`src/rtl/config_frame_loader.sv`:
```
// config_frame_loader
// Assembles NumRows x 32-bit configuration frames from a host word stream and
// fires a one-hot FrameStrobe so the addressed frame latches FrameData.
//
// state  | meaning
// IDLE   | no session; only SyncWord is recognised, everything else discarded
// CMD    | session open; next word is a frame index or END (bit31)
// DATA   | collecting frame words into FrameData, lowest word first
// STROBE | one-cycle FrameStrobe pulse for the stored index; input stalled
module config_frame_loader #(
    parameter int          NumRows   = 2,
    parameter int          NumFrames = 20,
    parameter logic [31:0] SyncWord  = 32'hFAB0_FAB1
) (
    input  logic                  CLK,
    input  logic                  reset,
    input  logic [31:0]           WriteData,
    input  logic                  WriteStrobe,
    output logic                  Ready,
    output logic [NumRows*32-1:0] FrameData,
    output logic [NumFrames-1:0]  FrameStrobe,
    output logic                  Active,
    output logic                  Done,
    output logic                  Error
);

    localparam int CntW = (NumRows > 1) ? $clog2(NumRows) : 1;
    localparam int IdxW = (NumFrames > 1) ? $clog2(NumFrames) : 1;
    localparam logic [CntW-1:0]      LastWord  = CntW'(NumRows - 1);
    localparam logic [NumFrames-1:0] StrobeOne = NumFrames'(1);

    typedef enum logic [1:0] {
        IDLE,
        CMD,
        DATA,
        STROBE
    } state_t;

    state_t          state;
    state_t          state_next;
    logic [CntW-1:0] word_cnt;
    logic [IdxW-1:0] frame_idx;

    logic accept;
    logic is_sync;
    logic cmd_is_end;
    logic cmd_idx_ok;
    logic load_idx;
    logic write_word;
    logic fire_strobe;
    logic set_done;
    logic set_error;
    logic clr_error;

    // The only stall point is the strobe cycle, so Ready is a pure state decode.
    assign Ready      = (state != STROBE);
    assign Active     = (state != IDLE);
    assign accept     = WriteStrobe && Ready;
    assign is_sync    = (WriteData == SyncWord);
    assign cmd_is_end = WriteData[31];
    // Bits [30:8] of a command word carry no meaning and are not looked at.
    assign cmd_idx_ok = ({24'd0, WriteData[7:0]} < 32'(NumFrames));

    // State register.
    always_ff @(posedge CLK) begin
        if (reset) begin
            state <= IDLE;
        end else begin
            state <= state_next;
        end
    end

    // Next-state decode plus the single-cycle datapath enables for this word.
    always_comb begin
        state_next  = state;
        load_idx    = 1'b0;
        write_word  = 1'b0;
        fire_strobe = 1'b0;
        set_done    = 1'b0;
        set_error   = 1'b0;
        clr_error   = 1'b0;
        case (state)
            IDLE: begin
                if (accept && is_sync) begin
                    clr_error  = 1'b1;
                    state_next = CMD;
                end
            end
            CMD: begin
                if (accept) begin
                    if (cmd_is_end) begin
                        set_done   = 1'b1;
                        state_next = IDLE;
                    end else if (cmd_idx_ok) begin
                        load_idx   = 1'b1;
                        state_next = DATA;
                    end else begin
                        set_error  = 1'b1;
                        state_next = IDLE;
                    end
                end
            end
            DATA: begin
                if (accept) begin
                    write_word = 1'b1;
                    if (word_cnt == LastWord) begin
                        fire_strobe = 1'b1;
                        state_next  = STROBE;
                    end
                end
            end
            STROBE: begin
                state_next = CMD;
            end
            default: begin
                state_next = IDLE;
            end
        endcase
    end

    // Frame index, word counter and word-by-word frame assembly.
    // FrameData is deliberately not cleared between frames, only on reset.
    always_ff @(posedge CLK) begin
        if (reset) begin
            frame_idx <= '0;
            word_cnt  <= '0;
            FrameData <= '0;
        end else begin
            if (load_idx) begin
                frame_idx <= WriteData[IdxW-1:0];
                word_cnt  <= '0;
            end
            if (write_word) begin
                FrameData[32*int'(word_cnt) +: 32] <= WriteData;
                if (word_cnt != LastWord) begin
                    word_cnt <= word_cnt + CntW'(1);
                end
            end
        end
    end

    // Registered one-hot strobe, high only during the STROBE cycle.
    always_ff @(posedge CLK) begin
        if (reset) begin
            FrameStrobe <= '0;
        end else if (fire_strobe) begin
            FrameStrobe <= StrobeOne << frame_idx;
        end else begin
            FrameStrobe <= '0;
        end
    end

    // Done pulses for one cycle after END; Error is sticky until reset or a new session.
    always_ff @(posedge CLK) begin
        if (reset) begin
            Done  <= 1'b0;
            Error <= 1'b0;
        end else begin
            Done <= set_done;
            if (set_error) begin
                Error <= 1'b1;
            end else if (clr_error) begin
                Error <= 1'b0;
            end
        end
    end

endmodule
```
`config.mk`:
```
export PLATFORM = sky130hd
export DESIGN_NAME = config_frame_loader
export DESIGN_NICKNAME = d
export VERILOG_FILES = /design/src/rtl/config_frame_loader.sv
export SDC_FILE = /design/constraint.sdc
export NUM_CORES = 1
export LEC_CHECK = 0
export CAP_MARGIN = 20
export CORE_ASPECT_RATIO = 1.25
export CORE_MARGIN = 2
export CORE_UTILIZATION = 47
export DETAILED_ROUTE_END_ITERATION = 8
export GPL_TIMING_DRIVEN = 1
export PLACE_DENSITY = 0.91
export SYNTH_ARGS = -nofsm -noshare
export SYNTH_HDL_FRONTEND = slang
export SYNTH_SLANG_ARGS = --single-unit
```
`constraint.sdc`:
```
create_clock -name CLK -period 5.35 [get_ports CLK]
set_clock_uncertainty 0.2 [all_clocks]
set_input_delay 0.535 -clock CLK [delete_from_list [all_inputs] [get_ports CLK]]
set_output_delay 0.535 -clock CLK [all_outputs]
set_load 0.05 [all_outputs]
```
# Yosys cells after proc, flatten, opt, wreduce, memory -nomap -nowiden
# Index checks and enable logic that the tools add are counted.
[word_totals] register_bits=94 input_bits=35 out_inout_bits=88 elab_cells=62
[op_classes] addsub=2 order_cmp=1 n_eq_ne=9 shift=3 muxes=29 bitwise=3 n_reduce_logical=8
[ops] op="64-bit bitwise mux" count=1
[ops] op="32-bit by 33-bit variable shift with 64-bit output (first input constant)" count=1
[ops] op="32-bit by 33-bit indexed part select with 64-bit output" count=1
[ops] op="6-bit negation with 33-bit output" count=1
[ops] op="32-bit equality test (second input constant)" count=1
[ops] op="1-bit 2-to-1 mux" count=21
[ops] op="1-bit by 5-bit << shifter with 20-bit output (first input constant)" count=1
[ops] op="2-bit 2-to-1 mux" count=6
[ops] op="2-bit inequality test (second input constant)" count=5
[ops] op="8-bit by 5-bit < comparator with 1-bit output (second input constant)" count=1
[ops] op="2-bit one-hot mux with 4 select lines" count=1
[ops] op="2-bit equality test (second input constant)" count=2
[ops] op="4-bit AND reduction" count=1
[ops] op="2-bit nonzero test" count=2
[ops] op="1-bit inverter" count=3
[ops] op="3-bit OR reduction" count=1
[ops] op="2-bit by 1-bit equality test with 1-bit output (second input constant)" count=1
[ops] op="1-bit logical AND" count=2
[ops] op="2-bit logical NOT" count=1
[ops] op="2-bit OR reduction" count=1
[ops] op="1-bit adder (second input constant)" count=1

# Longest topological paths before layout
[depth] ltp_word=8 depth_mapped=8 ltp_nobuf=6

# Least setup slack after synthesis
# OpenSTA, ideal clock, no wires.
[synth_timing] path_type="input port to flip-flop" startpoint="input port WriteData[1]" endpoint="register state[0]" arrival_ps=1632 required_time_ps=5029 slack_ps=3397 cell_stages=5 path_buffers=0 cell_sequence="nor4b_2 > nand4_1 > o31ai_2 > o211ai_2 > mux2_4"
[synth_via] elab_chain_len=4
[synth_rtl] item="start, declared" line="17" text="input logic [31:0] WriteData,"
[synth_rtl] item="32-bit equality test" line="59" text="assign is_sync = (WriteData == SyncWord);"
[synth_rtl] item="1-bit logical AND" line="84" text="if (accept && is_sync) begin"
[synth_rtl] item="2-bit inequality test (no source line)"
[synth_rtl] item="4-bit AND reduction (no source line)"
[synth_rtl] item="end signal, assigned" line="69" text="state <= state_next;"
[synth_rtl] item="end, declared" line="39" text="state_t state;"
# Every way passes these cells.
# A chain may end at the register's enable or synchronous reset.

# Worst setup path in the final report
[layout_timing] startpoint="register state[0]" endpoint="output port Active"
[layout_via] elab_chain_len=1
[layout_rtl] item="2-bit nonzero test" line="57" text="assign Active = (state != IDLE);"
[layout_rtl] item="end, declared" line="22" text="output logic Active,"
# Every way passes these cells.

==> impl.org <==
** Timing
- Minimum clock period after layout :: ~2800 ps
- Derived from the worst setup path, the maximum achievable clock frequency is 363 MHz.
- Final-report hold violation count :: 0
- The worst path uses about half of the clock period.
- Measured slew at the worst slew-check pin :: around 800 ps
- For the final routed database, the setup TNS stands at 0 ps.
- Worst Slack Setup Final :: ~2600 ps
- Final number of max-transition violations :: 0
- Unrepaired setup endpoints after global routing :: false
- Headroom to the max-slew limit came out at between 40 and 50%.
- Setup violations remaining at the end of the flow were counted as 0.

** Yosys
- Synthesis inferred 94 register bits.
- Net count of the mapped netlist :: around 440
- Share of Yosys cell area claimed by the top area cell type :: a little under three fifths
- Post-synthesis average cell area :: slightly above 8 um2
- Sequential elements use between 50% and 60% of the synthesized area.
- After technology mapping, the gate count stands at 405.
- Of all cell types, the one taking the most synthesized area is sky130_fd_sc_hd__dfxtp_1.
- After synthesis, the netlist uses 33 different library cells.
- YS warnings :: 0
- Yosys attributes the largest share of cell area to sky130_fd_sc_hd__dfxtp_1, sky130_fd_sc_hd__nand2_1, sky130_fd_sc_hd__a21oi_1.
- The synthesized netlist occupies a cell area of about 3400 um2.

** Power
- Reported leakage power :: approximately 1.7 nW
- VDD sags by at most 0.165 mV.
- Power per cell area :: approximately 250 nW/um2

** Finish
- Number of diodes added for antenna fixing :: 0
- Final instance area :: around 4800 um2
- Cells fill 69.8% of the core in the end.
- Share of post-route cells with drive strength above 1 :: between 5 and 6%
- Fill cell total of the finished layout :: 534
- The sequential cells in the finished layout cover a total of around 1900 um2.
- Number of nets in the layout :: about 560
- The area growth from synthesis to layout is 43.8%.
- Summing all multi-input logic gate instances after layout gives around 1400 um2.

** Critical path
- By startpoint and endpoint, the worst setup path is classified as flip-flop to output pin.
- CP Capture Type :: output pin
- Counting both buffers and inverters, the worst setup path holds a total of 3.
- For flop-to-flop paths, the worst setup slack is around 3200 ps.
- Data arrives at the worst endpoint at 2020 ps.
- Cell breakdown of the critical path :: inv_1, ha_1, inv_1, clkdlybuf4s50_1
- In this design, the largest share of critical-path delay is due to buffers and inverters.
- Worst reg2reg startpoint :: state[0]$_SDFFE_PP0P_
- Reg-to-reg critical path endpoint :: FrameData[33]$_SDFFE_PP0P_
- Among the stages of the critical path, the cell type that occurs most often is sky130_fd_sc_hd__inv_1.
- Maximum fanout along the worst path :: 3
- Largest incremental delay on the critical path :: between 800 and 900 ps
- Cell with the biggest individual delay on the critical path :: sky130_fd_sc_hd__clkdlybuf4s50_1
- For the worst flop-to-flop path, the logic depth is 6.
- STA puts the critical path data required time at between 4000 and 5000 ps.
- Worst Setup Start Kind :: flip-flop

** Run status
- The run finished with clean final reports.

** Floorplanning
- Starting density of the core :: a little under 50%
- The die covers between 7000 and 8000 um2.
- The floorplan step set the die width to approximately 80 um.
- Chip Height :: approximately 100 um
- I/O pin cnt :: around 120
- Number of rows in the core area :: 34
- Core area :: between 6000 and 7000 um2

** Route
- In this run the remaining antenna-violating nets after routing total 0.
- Vias :: 3,156
- Via-per-instance ratio :: ~5.1
- After detailed routing, the number of remaining DRC violations is 0.
- DRT Pass-1 Iters :: 4
- Dividing the detail-routed wire length by the instance count gives roughly 15 um.
- The first routing iteration left roughly 220 violations.
- Post-detailed-routing wire length :: ~9500 um

** GRT
- Global-route wire length before repair :: about 15,000 um
- Global routing consumed, on the met1 layer, ~27% of the routing resources.
- Entering global routing, the biggest net connects 79 pins.
- Global routing consumed, on the met3 layer, slightly above 5% of the routing resources.
- In the global route stage, met2 resource usage came out at around 43%.
- For this run the aggregate overflow at the end of global routing stands at 0.
- The number of antenna violations at the first check in global routing is 0.
- Number of global-route vias before repair :: approximately 3,100
- Global routing used around a quarter of the available tracks.
- Most heavily used metal layer in global routing :: met2

** Clocking
- Post-CTS timing repair inserted 0 buffers for setup.
- Clock latency on the worst-skew pair :: ~350 ps
- The H-tree generated during clock tree synthesis spans 3 levels.
- After clock tree synthesis, the clock-pin slew on the worst setup and hold paths is about 90 ps.
- Root buffer cell :: sky130_fd_sc_hd__clkbuf_8
- In this run, post-CTS repair resized a total of 0 instances.
- Hold-fix buffers, CTS :: 0
- The clock passes through at most 2 buffers.
- Number of buffers created by CTS :: 9
- TritonCTS built the clock tree.
- Sinks on Clock Net :: 94

** Min path
- Path category of the worst min-delay check :: flip-flop to flip-flop
- The worst hold path begins at FrameData[0]$_SDFFE_PP0P_.
- For hold timing, the worst endpoint is FrameData[0]$_SDFFE_PP0P_.
- The worst hold path was traced through 2 stages.

** Place
- Worst setup slack after placement :: between 2000 and 2500 ps
- The wire-length estimate of the detail-placed layout is between 6000 and 7000 um.
- PortBufs :: approximately 120
- At the end of routability-driven placement, the weighted congestion stood at ~0.84.
- The placed instances occupy a cell area of 4630 um2.

** Job
- The tool flagged a number of max-cap violations equal to 0.
[final cells by class]
| type | instances | area share [%] |
|---|---|---|
| Sequential cell | 94 | 38.9 |
| Multi-Input combinational cell | 282 | 28.4 |
| Timing Repair Buffer | 126 | 25.9 |
| Clock buffer | 10 | 2.64 |
| Tap cell | 90 | 2.33 |
| Clock inverter | 6 | 1.40 |
| Inverter | 6 | 0.465 |
[metal layers]
layer	share of wire [%]	vias to the layer above
met5	0	-
met4	3.1	0
met3	6.6	23
met2	52	136
met1	38	1451
li1	-	1546
[layout by cell type (no fill, tap or decap), types with 2 or more instances in the layout]
| cell | count |
|---|---|
| sky130_fd_sc_hd__and4bb_1 | 2 |
| sky130_fd_sc_hd__nand2_1 | 136 |
| sky130_fd_sc_hd__inv_1 | 6 |
| sky130_fd_sc_hd__buf_4 | 3 |
| sky130_fd_sc_hd__clkdlybuf4s50_1 | 121 |
| sky130_fd_sc_hd__ha_1 | 4 |
| sky130_fd_sc_hd__nand3b_1 | 3 |
| sky130_fd_sc_hd__mux2i_1 | 6 |
| sky130_fd_sc_hd__clkbuf_8 | 9 |
| sky130_fd_sc_hd__a21oi_1 | 67 |
| sky130_fd_sc_hd__clkinvlp_4 | 2 |
| sky130_fd_sc_hd__and3_1 | 2 |
| sky130_fd_sc_hd__dfxtp_1 | 94 |
| sky130_fd_sc_hd__nor4b_2 | 2 |
| sky130_fd_sc_hd__nand2b_1 | 4 |
| sky130_fd_sc_hd__nor2_1 | 27 |
| sky130_fd_sc_hd__inv_6 | 2 |
| sky130_fd_sc_hd__nand3_1 | 4 |
| sky130_fd_sc_hd__nor3_1 | 8 |
[report_power, final]
group          leakage, nW        switching [W]  internal, W  total [W]
clock network       0.0933             0.000249     0.000219   0.000468
logic                0.807            0.0000270    0.0000258  0.0000528
registers            0.757  0.00000000000000441     0.000699   0.000699
total                 1.66             0.000276     0.000944    0.00122
[cells in the mapped netlist]
cell,count
sky130_fd_sc_hd__nand2b_1,4
sky130_fd_sc_hd__or3_1,1
sky130_fd_sc_hd__nor2b_2,1
sky130_fd_sc_hd__buf_1,1
sky130_fd_sc_hd__o21ai_1,1
sky130_fd_sc_hd__buf_2,3
sky130_fd_sc_hd__nand4b_1,1
sky130_fd_sc_hd__a31o_2,1
sky130_fd_sc_hd__nand3_1,4
sky130_fd_sc_hd__a21oi_1,67
sky130_fd_sc_hd__nor2_1,28
sky130_fd_sc_hd__or3b_2,1
sky130_fd_sc_hd__nand2_1,136
sky130_fd_sc_hd__clkbuf_1,19
sky130_fd_sc_hd__and3_1,2
sky130_fd_sc_hd__nor2b_1,1
sky130_fd_sc_hd__ha_1,4
sky130_fd_sc_hd__nor3b_1,1
sky130_fd_sc_hd__dfxtp_1,94
sky130_fd_sc_hd__and4bb_1,2
sky130_fd_sc_hd__mux2i_1,6
sky130_fd_sc_hd__mux2_4,1
sky130_fd_sc_hd__o211ai_2,1
sky130_fd_sc_hd__nand3b_1,3
sky130_fd_sc_hd__inv_1,6
sky130_fd_sc_hd__or3b_1,1
sky130_fd_sc_hd__or2_2,1
sky130_fd_sc_hd__nor4b_2,2
sky130_fd_sc_hd__nand4_1,1
sky130_fd_sc_hd__o31ai_2,1
sky130_fd_sc_hd__nor3_1,8
sky130_fd_sc_hd__and4_1,1
sky130_fd_sc_hd__a31oi_1,1
[per-stage QoR]
stage	hold slack [ps]	std cells	total power, W
finish	258	614	0.00122
global route	281	614	0.00126
CTS	259	613	0.00122
detailed placement	246	597	0.000767
global placement	241	597	0.000767
floorplan	284	405	0.000728
[worst max-delay path by stage]
stage                     startpoint                         end  slack, ps  cells past startpoint
2_1_floorplan           WriteData[1]       state[0]$_SDFFE_PP0P_       3400                      5
3_3_place_gp             WriteStrobe  FrameData[53]$_SDFFE_PP0P_       2610                      5
3_5_place_dp             WriteStrobe  FrameData[56]$_SDFFE_PP0P_       2490                      5
4_1_cts        state[0]$_SDFFE_PP0P_                      Active       2580                      4
5_1_grt        state[0]$_SDFFE_PP0P_                      Active       2520                      4
6_report       state[0]$_SDFFE_PP0P_                      Active       2590                      4
[logic make-up after synthesis]
kind of cell	after synthesis	share of synthesized area, %
simple gates	199	25.8
flops	94	55.9
compound gates	72	11.3
buf+inv	29	3.34
mux	7	2.23
fa+ha+maj	4	1.49
[state kept, by name, summed over array words and instances (netlist names)]
register     flops
Done             1
state            2
word_cnt         1
frame_idx        5
FrameData       64
FrameStrobe     20
Error            1
[worst reg2reg max path: cells and delay by family (launching register included)]
kind / cells / cell delay [ps]
AO/OA/AOI/OAI: 1 / 140
adder cells (fa/ha/maj): 1 / 230
buffers and inverters: 1 / 260
flip-flops: 1 / 350
AND/OR/NAND/NOR: 3 / 910
Note: power is estimated with default switching activity, not from simulation.
